### config.mk
export PLATFORM = sky130hd
export DESIGN_NAME = branch_predictor
export DESIGN_NICKNAME = d
export VERILOG_FILES = /design/src/rtl/bp_pkg.sv /design/src/rtl/bp_pht.sv /design/src/rtl/branch_predictor.sv
export SDC_FILE = /design/constraint.sdc
export NUM_CORES = 1
export LEC_CHECK = 0
export CORE_ASPECT_RATIO = 2
export CORE_MARGIN = 1
export CORE_UTILIZATION = 60
export DETAILED_ROUTE_END_ITERATION = 10
export GPL_TIMING_DRIVEN = 0
export PLACE_DENSITY = 0.85
export SYNTH_ARGS = -nofsm -noshare
export SYNTH_HDL_FRONTEND = slang
export SYNTH_SLANG_ARGS = --single-unit
### constraint.sdc
create_clock -name clk -period 4.5 [get_ports clk]
set_input_delay 0.9 -clock clk [delete_from_list [all_inputs] [get_ports clk]]
set_output_delay 0.9 -clock clk [all_outputs]
set_load 0.03 [all_outputs]
### src/rtl/bp_pkg.sv
// Shared types and helpers for the gshare predictor: 2-bit counter states
// and their saturating step functions.
package bp_pkg;

    typedef enum logic [1:0] {
        SNT = 2'b00,
        WNT = 2'b01,
        WT  = 2'b10,
        ST  = 2'b11
    } ctr_e;

    localparam ctr_e CTR_RESET = WNT;

    function automatic ctr_e sat_inc(input ctr_e c);
        case (c)
            SNT:     return WNT;
            WNT:     return WT;
            default: return ST;
        endcase
    endfunction

    function automatic ctr_e sat_dec(input ctr_e c);
        case (c)
            ST:      return WT;
            WT:      return WNT;
            default: return SNT;
        endcase
    endfunction

endpackage

### src/rtl/bp_pht.sv
// Pattern history table: 2-bit counters, one combinational read port, one
// write port, and a same-index bypass so a read sees the counter being written.
module bp_pht
    import bp_pkg::*;
#(
    parameter int INDEX_BITS = 6
) (
    input  logic                  clk,
    input  logic                  resetn,
    input  logic [INDEX_BITS-1:0] rd_index,
    output ctr_e                  rd_ctr,
    input  logic                  wr_en,
    input  logic [INDEX_BITS-1:0] wr_index,
    input  logic                  wr_taken
);

    localparam int ENTRIES = 1 << INDEX_BITS;

    ctr_e ctr_q [ENTRIES];
    ctr_e ctr_d [ENTRIES];
    ctr_e wr_ctr;

    always_comb begin
        wr_ctr = wr_taken ? sat_inc(ctr_q[wr_index]) : sat_dec(ctr_q[wr_index]);
        ctr_d  = ctr_q;
        if (wr_en) begin
            ctr_d[wr_index] = wr_ctr;
        end
        rd_ctr = (wr_en && (wr_index == rd_index)) ? wr_ctr : ctr_q[rd_index];
    end

    always_ff @(posedge clk or negedge resetn) begin
        if (!resetn) begin
            for (int i = 0; i < ENTRIES; i++) begin
                ctr_q[i] <= CTR_RESET;
            end
        end else begin
            ctr_q <= ctr_d;
        end
    end

endmodule

### src/rtl/branch_predictor.sv
// Gshare direction predictor: IF-stage lookup registered into ID, EX-stage
// training, misprediction flag and branch/mispredict statistics.
module branch_predictor
    import bp_pkg::*;
#(
    parameter int INDEX_BITS = 6,
    parameter int CNT_WIDTH  = 32
) (
    input  logic                  clk,
    input  logic                  resetn,
    input  logic                  if_valid,
    input  logic [31:0]           if_pc,
    input  logic                  id_stall,
    input  logic                  flush,
    output logic                  pred_valid,
    output logic                  pred_taken,
    output logic [INDEX_BITS-1:0] pred_index,
    input  logic                  upd_valid,
    input  logic [INDEX_BITS-1:0] upd_index,
    input  logic                  upd_taken,
    input  logic                  upd_pred,
    output logic                  mispredict,
    output logic [CNT_WIDTH-1:0]  branch_cnt,
    output logic [CNT_WIDTH-1:0]  mispred_cnt
);

    logic [INDEX_BITS-1:0] ghr_q, ghr_d;
    logic [INDEX_BITS-1:0] lookup_index;
    ctr_e                  rd_ctr;
    logic                  pred_valid_q, pred_valid_d;
    logic                  pred_taken_q, pred_taken_d;
    logic [INDEX_BITS-1:0] pred_index_q, pred_index_d;
    logic                  mispredict_q, mispredict_d;
    logic [CNT_WIDTH-1:0]  branch_cnt_q, branch_cnt_d;
    logic [CNT_WIDTH-1:0]  mispred_cnt_q, mispred_cnt_d;
    logic                  unused_pc_bits;

    assign unused_pc_bits = ^{if_pc[31:INDEX_BITS+2], if_pc[1:0]};
    assign lookup_index   = if_pc[INDEX_BITS+1:2] ^ ghr_q;

    bp_pht #(.INDEX_BITS(INDEX_BITS)) u_pht (
        .clk      (clk),
        .resetn   (resetn),
        .rd_index (lookup_index),
        .rd_ctr   (rd_ctr),
        .wr_en    (upd_valid),
        .wr_index (upd_index),
        .wr_taken (upd_taken)
    );

    // upd_* are qualified by upd_valid alone; there is no back-pressure, so
    // training is never stalled. flush beats stall, which beats a new lookup.
    always_comb begin
        pred_valid_d  = pred_valid_q;
        pred_taken_d  = pred_taken_q;
        pred_index_d  = pred_index_q;
        if (flush) begin
            pred_valid_d = 1'b0;
        end else if (!id_stall) begin
            pred_valid_d = if_valid;
            pred_taken_d = rd_ctr[1];
            pred_index_d = lookup_index;
        end

        ghr_d         = ghr_q;
        branch_cnt_d  = branch_cnt_q;
        mispred_cnt_d = mispred_cnt_q;
        mispredict_d  = upd_valid && (upd_taken != upd_pred);
        if (upd_valid) begin
            ghr_d        = {ghr_q[INDEX_BITS-2:0], upd_taken};
            branch_cnt_d = branch_cnt_q + {{(CNT_WIDTH-1){1'b0}}, 1'b1};
        end
        if (mispredict_d) begin
            mispred_cnt_d = mispred_cnt_q + {{(CNT_WIDTH-1){1'b0}}, 1'b1};
        end
    end

    always_ff @(posedge clk or negedge resetn) begin
        if (!resetn) begin
            ghr_q         <= '0;
            pred_valid_q  <= 1'b0;
            pred_taken_q  <= 1'b0;
            pred_index_q  <= '0;
            mispredict_q  <= 1'b0;
            branch_cnt_q  <= '0;
            mispred_cnt_q <= '0;
        end else begin
            ghr_q         <= ghr_d;
            pred_valid_q  <= pred_valid_d;
            pred_taken_q  <= pred_taken_d;
            pred_index_q  <= pred_index_d;
            mispredict_q  <= mispredict_d;
            branch_cnt_q  <= branch_cnt_d;
            mispred_cnt_q <= mispred_cnt_d;
        end
    end

    assign pred_valid  = pred_valid_q;
    assign pred_taken  = pred_taken_q;
    assign pred_index  = pred_index_q;
    assign mispredict  = mispredict_q;
    assign branch_cnt  = branch_cnt_q;
    assign mispred_cnt = mispred_cnt_q;

endmodule

==> results.sh, run 1 <==
export IMPL_crit_path_end_kind="register"
export IMPL_max_freq_ghz=0.258
export IMPL_synth_nets=888
export IMPL_relSlewSlack_pct=32.8
export IMPL_cp_max_fo=10
export IMPL_hpwlAfterDp_mm=20.5
export IMPL_fin_skew_ps=8.42
export IMPL_numCtsBuffers=19
export IMPL_post_cts_setup_buffers=0
export IMPL_insertion_delay_ps=500
export IMPL_die_h_um=188
export IMPL_layout_nets=1001
export IMPL_grt_antenna_before_repair=0
export IMPL_postSynthCellCount=840
export IMPL_grt_pass1_vias=8164
export IMPL_fin_ws_ps=630
export IMPL_synth_top_family_by_area="multiplexers"
export IMPL_setup_viol=0
export IMPL_synth_common_cells="mux2_2 (149), dfrtp_1 (143), nand2_1 (88), dfstp_2 (64), nor2_1 (59)"
export IMPL_yosysTopAreaCell="dfrtp_1"
export IMPL_ctsHoldBuffers=0
export IMPL_ys_warn_count=0
export IMPL_status="completed"
export IMPL_ir_drop_mv=0.273
export IMPL_grt_pass1_wl_mm=44.7
export IMPL_synth_compound_area_share_pct=3.75
export IMPL_p_seq_share_pct=46.2
export IMPL_crit_type="input port to register"
export IMPL_p_sw_share_pct=29.7
export IMPL_path_buf_inv=4
export IMPL_async_flop_share_pct=100
export IMPL_synth_avg_cell_area_um2=12.4
export IMPL_drt_initial_drc_count=484
export IMPL_p_int_mw=3.62
export IMPL_path_delay_family="buffers and inverters"
export IMPL_core_rowCount=67
export IMPL_core_area_um2=16800
export IMPL_gp_congestion=0.960
export IMPL_vias=7593
export IMPL_finalPower_mw=5.16
export IMPL_slowest_delay_ps=690
export IMPL_leakagePower_nw=5.17
export IMPL_firstDrtPassIters=7
export IMPL_clkPwrFrac_pct=31.0
export IMPL_wire_per_inst_um=24.6
export IMPL_port_buffers=89
export IMPL_drc=0
export IMPL_synth_cell_types=51
export IMPL_synth_edf_count=0
export IMPL_min_path_type="input port to asynchronous set/reset pin"
export IMPL_synth_top_area_share_pct=34.5
export IMPL_critPathRequiredTime_ps=4880
export IMPL_critPathMostFrequentCell="buf_6"
export IMPL_cts_resized=0
export IMPL_cp_arrival_ps=4250
export IMPL_synth_fa_ha_area_share_pct=0.458
export IMPL_hold_viol_final=0
export IMPL_startpoint_type="input port"
export IMPL_worst_pin_slew_ps=1000
export IMPL_cp_slowest_cell="clkbuf_1"
export IMPL_synthMuxAreaShare_pct=24.6
export IMPL_root_buffer="clkbuf_16"
export IMPL_antenna_cells=0
export IMPL_drive_above_1_share_pct=31.2
export IMPL_cts_buffer_depth=3
export IMPL_syn_to_final_growth_pct=17.6
export IMPL_die_area_um2=17900
export IMPL_period_minus_slack_ps=3870
export IMPL_crit_path_cell_trace="buf_6, clkbuf_1, nor2_1, a221oi_1, o22ai_1, a222oi_1, nand3_1, maj3_2, buf_6, buf_6, mux2_2"
export IMPL_power_density_nw_per_um2=423
export IMPL_grt_start_max_net_pins=127
export IMPL_fin_hold_ws_ps=376
export IMPL_synth_area_leaders="dfrtp_1 (34%), dfstp_2 (16%), mux2_2 (16%), mux4_2 (6.1%), xnor2_1 (4.6%)"
export IMPL_rsz0062_at_grt="false"
export IMPL_cts_htree_levels=1
export IMPL_ios=119
export IMPL_yosys_cell_count_top_type="mux2_2"
export IMPL_placed_cell_area_um2=11600
export IMPL_timing_final_max_slew_violations=0
export IMPL_drv_cap=0
export IMPL_via_per_inst=6.48
export IMPL_ys_seq_elements=207
export IMPL_ys_seq_area_share_pct=50.7
export IMPL_cts_reportedPaths_clkPinSlew_ps=60
export IMPL_power_switching_mw=1.53
export IMPL_track_usage_pct=34.1
export IMPL_synthSimpleGateAreaFrac_pct=11.3
export IMPL_dpl_worst_slack_ps=251
export IMPL_clkSinkCount=207
export IMPL_grt_overflow_total=0
export IMPL_synth_xor_area_share_pct=6.41
export IMPL_yosys_most_used_dff="dfrtp_1"
export IMPL_synth_area_um2=10400
export IMPL_dieWidth_um=95.0
export IMPL_final_area_um2=12200
export IMPL_ant_nets=0
export IMPL_initial_utilization_pct=61.6
export IMPL_timing_final_crit_share_pct=86.0
export IMPL_cts_tree="done"
export IMPL_routed_wl_mm=28.9
export IMPL_comb_power_share_pct=22.8
export IMPL_utilization_pct=72.4
final timing paths:
path,from,slack (ps),depth (start not counted),endpoint
max,upd_index[2],630,11,u_pht.ctr_q[43]
min,resetn,380,1,branch_cnt[5]
max reg2reg,ghr_q[0],1230,9,pred_taken
min reg2reg,branch_cnt[31],460,1,branch_cnt[31]
max in group asynchronous,resetn,3100,2,u_pht.ctr_q[11]
min in group clk,branch_cnt[31],460,1,branch_cnt[31]
state kept, by name, summed over array words and instances (netlist names):
name         count
branch_cnt      32
mispred_cnt     32
ghr_q            6
pred_valid       1
u_pht.ctr_q    128
mispredict       1
pred_taken       1
pred_index       6
placed cells by master, fill, tap and decap left out, drive strengths merged, types with 3 or more instances in the layout:
| master | count |
|---|---|
| mux2 | 150 |
| dfrtp | 143 |
| nand2 | 88 |
| clkdlybuf4s50 | 88 |
| dfstp | 64 |
| nor2 | 59 |
| xnor2 | 55 |
| clkbuf | 44 |
| nand3 | 36 |
| buf | 32 |
| mux4 | 28 |
| mux2i | 23 |
| xor2 | 21 |
| nand4 | 18 |
| nor3 | 15 |
| and3 | 12 |
| a21oi | 8 |
| and4 | 7 |
| o21ai | 7 |
| a221oi | 7 |
| inv | 6 |
| nor2b | 6 |
| a221o | 6 |
| o22ai | 4 |
| a311oi | 3 |
routing by layer:
metal	share of wire, %	routed length, µm	global-route usage (%)
met5	0	0	0.298
met4	8.9	2580	26.7
met3	6.4	1850	6.41
met2	51	14900	58.0
met1	33	9600	35.9
power groups by stage:
stage               clock network [mW]  registers [mW]  logic [mW]
finish                            1.60            2.38        1.17
CTS                               1.61            2.37        1.16
detailed placement                   0            2.40        1.16
floorplan                            0            2.50       0.608
global route                      1.69            2.41        1.24
global placement                     0            2.39        1.12
worst reg2reg max path, cell delays in order (launching register included):
cell	delay, ps
dfrtp_1	410
xor2_2	740
buf_4	410
mux4_2	540
mux2i_1	340
nand3_1	160
o211ai_1	180
o22ai_1	100
o21ai_0	150
o21ai_0	100
stage by stage:
step | std cells | setup TNS (ps)
floorplan | 840 | 0
global route | 1172 | 0
detailed placement | 1139 | 0
finish | 1172 | 0
global placement | 1136 | -1034570
CTS | 1172 | 0
logic make-up after synthesis:
group | after synthesis
AO/OA/AOI/OAI | 52
XOR/XNOR | 76
adder cells (fa/ha/maj) | 4
buffers and inverters | 48
flip-flops | 207
multiplexers | 201
AND/OR/NAND/NOR | 252
layout make-up:
cell class	count	area, µm²
tap	207	259
clock inverter	2	37.5
buffer	41	269
sequential	207	5260
clock buffer	31	561
multi-input combinational	585	4850
timing repair buffer	92	946
fill	1133	4640
inverter	7	26.3
(Power assumes the default switching activity.)
==> run 2: changes to the inputs <==
--- a/config.mk
+++ b/config.mk
@@ -7,10 +7,10 @@
 export LEC_CHECK = 0
 export CORE_ASPECT_RATIO = 2
 export CORE_MARGIN = 1
-export CORE_UTILIZATION = 60
+export CORE_UTILIZATION = 45
 export DETAILED_ROUTE_END_ITERATION = 10
 export GPL_TIMING_DRIVEN = 0
-export PLACE_DENSITY = 0.85
+export PLACE_DENSITY = 0.66
 export SYNTH_ARGS = -nofsm -noshare
 export SYNTH_HDL_FRONTEND = slang
 export SYNTH_SLANG_ARGS = --single-unit
==> results.sh, run 2 (synthesis results as in run 1) <==
export IMPL_port_buffers=89
export IMPL_crit_type="input port to register"
export IMPL_reg2reg_depth=8
export IMPL_ir_drop_mv=0.429
export IMPL_ctsHoldBuffers=0
export IMPL_largest_reg_flops=128
export IMPL_final_common_cell="mux2_2"
export IMPL_worst_pin_slew_ps=937
export IMPL_routed_wl_mm=30.2
export IMPL_cp_slowest_cell="buf_1"
export IMPL_vias=7428
export IMPL_timing_final_max_slew_violations=0
export IMPL_core_area_um2=22600
export IMPL_final_cell_mix="mux2_2 (149), dfrtp_1 (143), nand2_1 (88), clkdlybuf4s50_1 (88), dfstp_2 (64)"
export IMPL_utilization_pct=55.3
export IMPL_cts_tree="done"
export IMPL_clkSinkCount=207
export IMPL_period_minus_slack_ps=3900
export IMPL_ant_nets=0
export IMPL_fin_cells=1251
export IMPL_status="completed"
export IMPL_via_per_inst=5.94
export IMPL_min_path_type="input port to asynchronous set/reset pin"
export IMPL_setup_viol=0
export IMPL_cp_depth=10
export IMPL_cts_buffer_depth=3
export IMPL_grt_pass1_vias=7898
export IMPL_fillerInstances=1903
export IMPL_die_h_um=217
export IMPL_initial_utilization_pct=45.8
export IMPL_root_buffer="clkbuf_16"
export IMPL_drv_cap=0
export IMPL_grt_start_max_net_pins=102
export IMPL_top_register="u_pht.ctr_q"
export IMPL_path_buf_inv=3
export IMPL_cts_resized=0
export IMPL_power_density_nw_per_um2=446
export IMPL_path_delay_family="buffers and inverters"
export IMPL_fin_hold_ws_ps=231
export IMPL_ios=119
export IMPL_cts_reportedPaths_clkPinSlew_ps=70
export IMPL_wire_per_inst_um=24.1
export IMPL_max_freq_ghz=0.257
export IMPL_placed_cell_area_um2=11700
export IMPL_insertion_delay_ps=520
export IMPL_rsz0062_at_grt="false"
export IMPL_track_usage_pct=26.5
export IMPL_antenna_cells=0
export IMPL_dieWidth_um=109
export IMPL_syn_to_final_growth_pct=20.7
export IMPL_grt_pass1_wl_mm=45.8
export IMPL_timing_final_crit_share_pct=86.6
export IMPL_cp_max_fo=10
export IMPL_numCtsBuffers=20
export IMPL_critPathRequiredTime_ps=4890
export IMPL_fin_ws_ps=602
export IMPL_grt_overflow_total=0
export IMPL_slowest_delay_ps=730
export IMPL_cp_arrival_ps=4280
export IMPL_relSlewSlack_pct=37.5
export IMPL_hold_viol_final=0
export IMPL_core_rowCount=78
export IMPL_post_cts_setup_buffers=0
export IMPL_crit_path_end_kind="register"
export IMPL_startpoint_type="input port"
export IMPL_leakagePower_nw=5.29
export IMPL_drt_initial_drc_count=501
export IMPL_final_area_um2=12500
export IMPL_die_area_um2=23700
export IMPL_cts_htree_levels=1
export IMPL_finalPower_mw=5.58
export IMPL_drive_above_1_share_pct=32.2
export IMPL_grt_antenna_before_repair=0
export IMPL_dpl_worst_slack_ps=211
export IMPL_drc=0
export IMPL_firstDrtPassIters=4
export IMPL_crit_path_cell_trace="buf_2, buf_1, mux2i_1, nor3_1, a221o_1, a222oi_1, nand3_1, maj3_2, clkbuf_1, mux2_2"
export IMPL_dp_cells=1215
export IMPL_hpwlAfterDp_mm=21.8
export IMPL_fin_skew_ps=21.0
export IMPL_gp_congestion=0.982
export IMPL_layout_nets=1005
export IMPL_finalSetupTns_ps=0
[run 2: worst paths after layout]
path / from / end / slack, ps
hold / removal: resetn / u_pht.ctr_q[123] / 230
min in group clk: branch_cnt[31] / branch_cnt[31] / 460
hold reg to reg: branch_cnt[31] / branch_cnt[31] / 460
setup reg to reg: u_pht.ctr_q[9] / u_pht.ctr_q[127] / 1250
setup / recovery: upd_index[1] / u_pht.ctr_q[127] / 600
max in group asynchronous: resetn / u_pht.ctr_q[18] / 3050
[run 2: report_power, final]
| part | total, mW | leakage, nW | internal [mW] | switching [mW] |
|---|---|---|---|---|
| Sequential | 2.38 | 2.59 | 2.18 | 0.202 |
| Clock | 2.01 | 0.381 | 1.26 | 0.750 |
| Combinational | 1.20 | 2.33 | 0.545 | 0.652 |
[run 2: final cells by class]
| class | instances | area, µm² | share of cell area, % |
|---|---|---|---|
| plain buffers | 41 | 269 | 2.15 |
| clock buffers | 23 | 533 | 4.25 |
| flip-flops and latches | 207 | 5260 | 42.0 |
| repair buffers | 95 | 996 | 7.95 |
| inverters | 7 | 26.3 | 0.210 |
| well taps | 280 | 350 | 2.80 |
| multi-input cells | 585 | 4850 | 38.7 |
| clock inverters | 13 | 250 | 2.00 |
[run 2: routing by layer]
metal	track usage (%)	vias up	wire length, µm
met4	20.4	0	2640
li1	-	3252	-
met2	47.7	349	15900
met5	0	-	0
met3	4.40	135	1770
met1	26.3	3692	9920
[run 2: worst reg2reg max path, stage by stage, from the launching register on]
cell      delay, ps
dfrtp_1         420
mux2_4          280
a221o_1         290
a221o_1         370
a222oi_1        520
nand3_1         200
maj3_2          360
clkbuf_1        320
mux2_2          370
==> run 3: changes to the inputs <==
--- a/config.mk
+++ b/config.mk
@@ -7,10 +7,10 @@
 export LEC_CHECK = 0
 export CORE_ASPECT_RATIO = 2
 export CORE_MARGIN = 1
-export CORE_UTILIZATION = 45
+export CORE_UTILIZATION = 60
 export DETAILED_ROUTE_END_ITERATION = 10
 export GPL_TIMING_DRIVEN = 0
-export PLACE_DENSITY = 0.66
+export PLACE_DENSITY = 0.85
 export SYNTH_ARGS = -nofsm -noshare
 export SYNTH_HDL_FRONTEND = slang
 export SYNTH_SLANG_ARGS = --single-unit
==> results of run 3 <==
Final layout, timing and power as in run 1 (identical DEF).
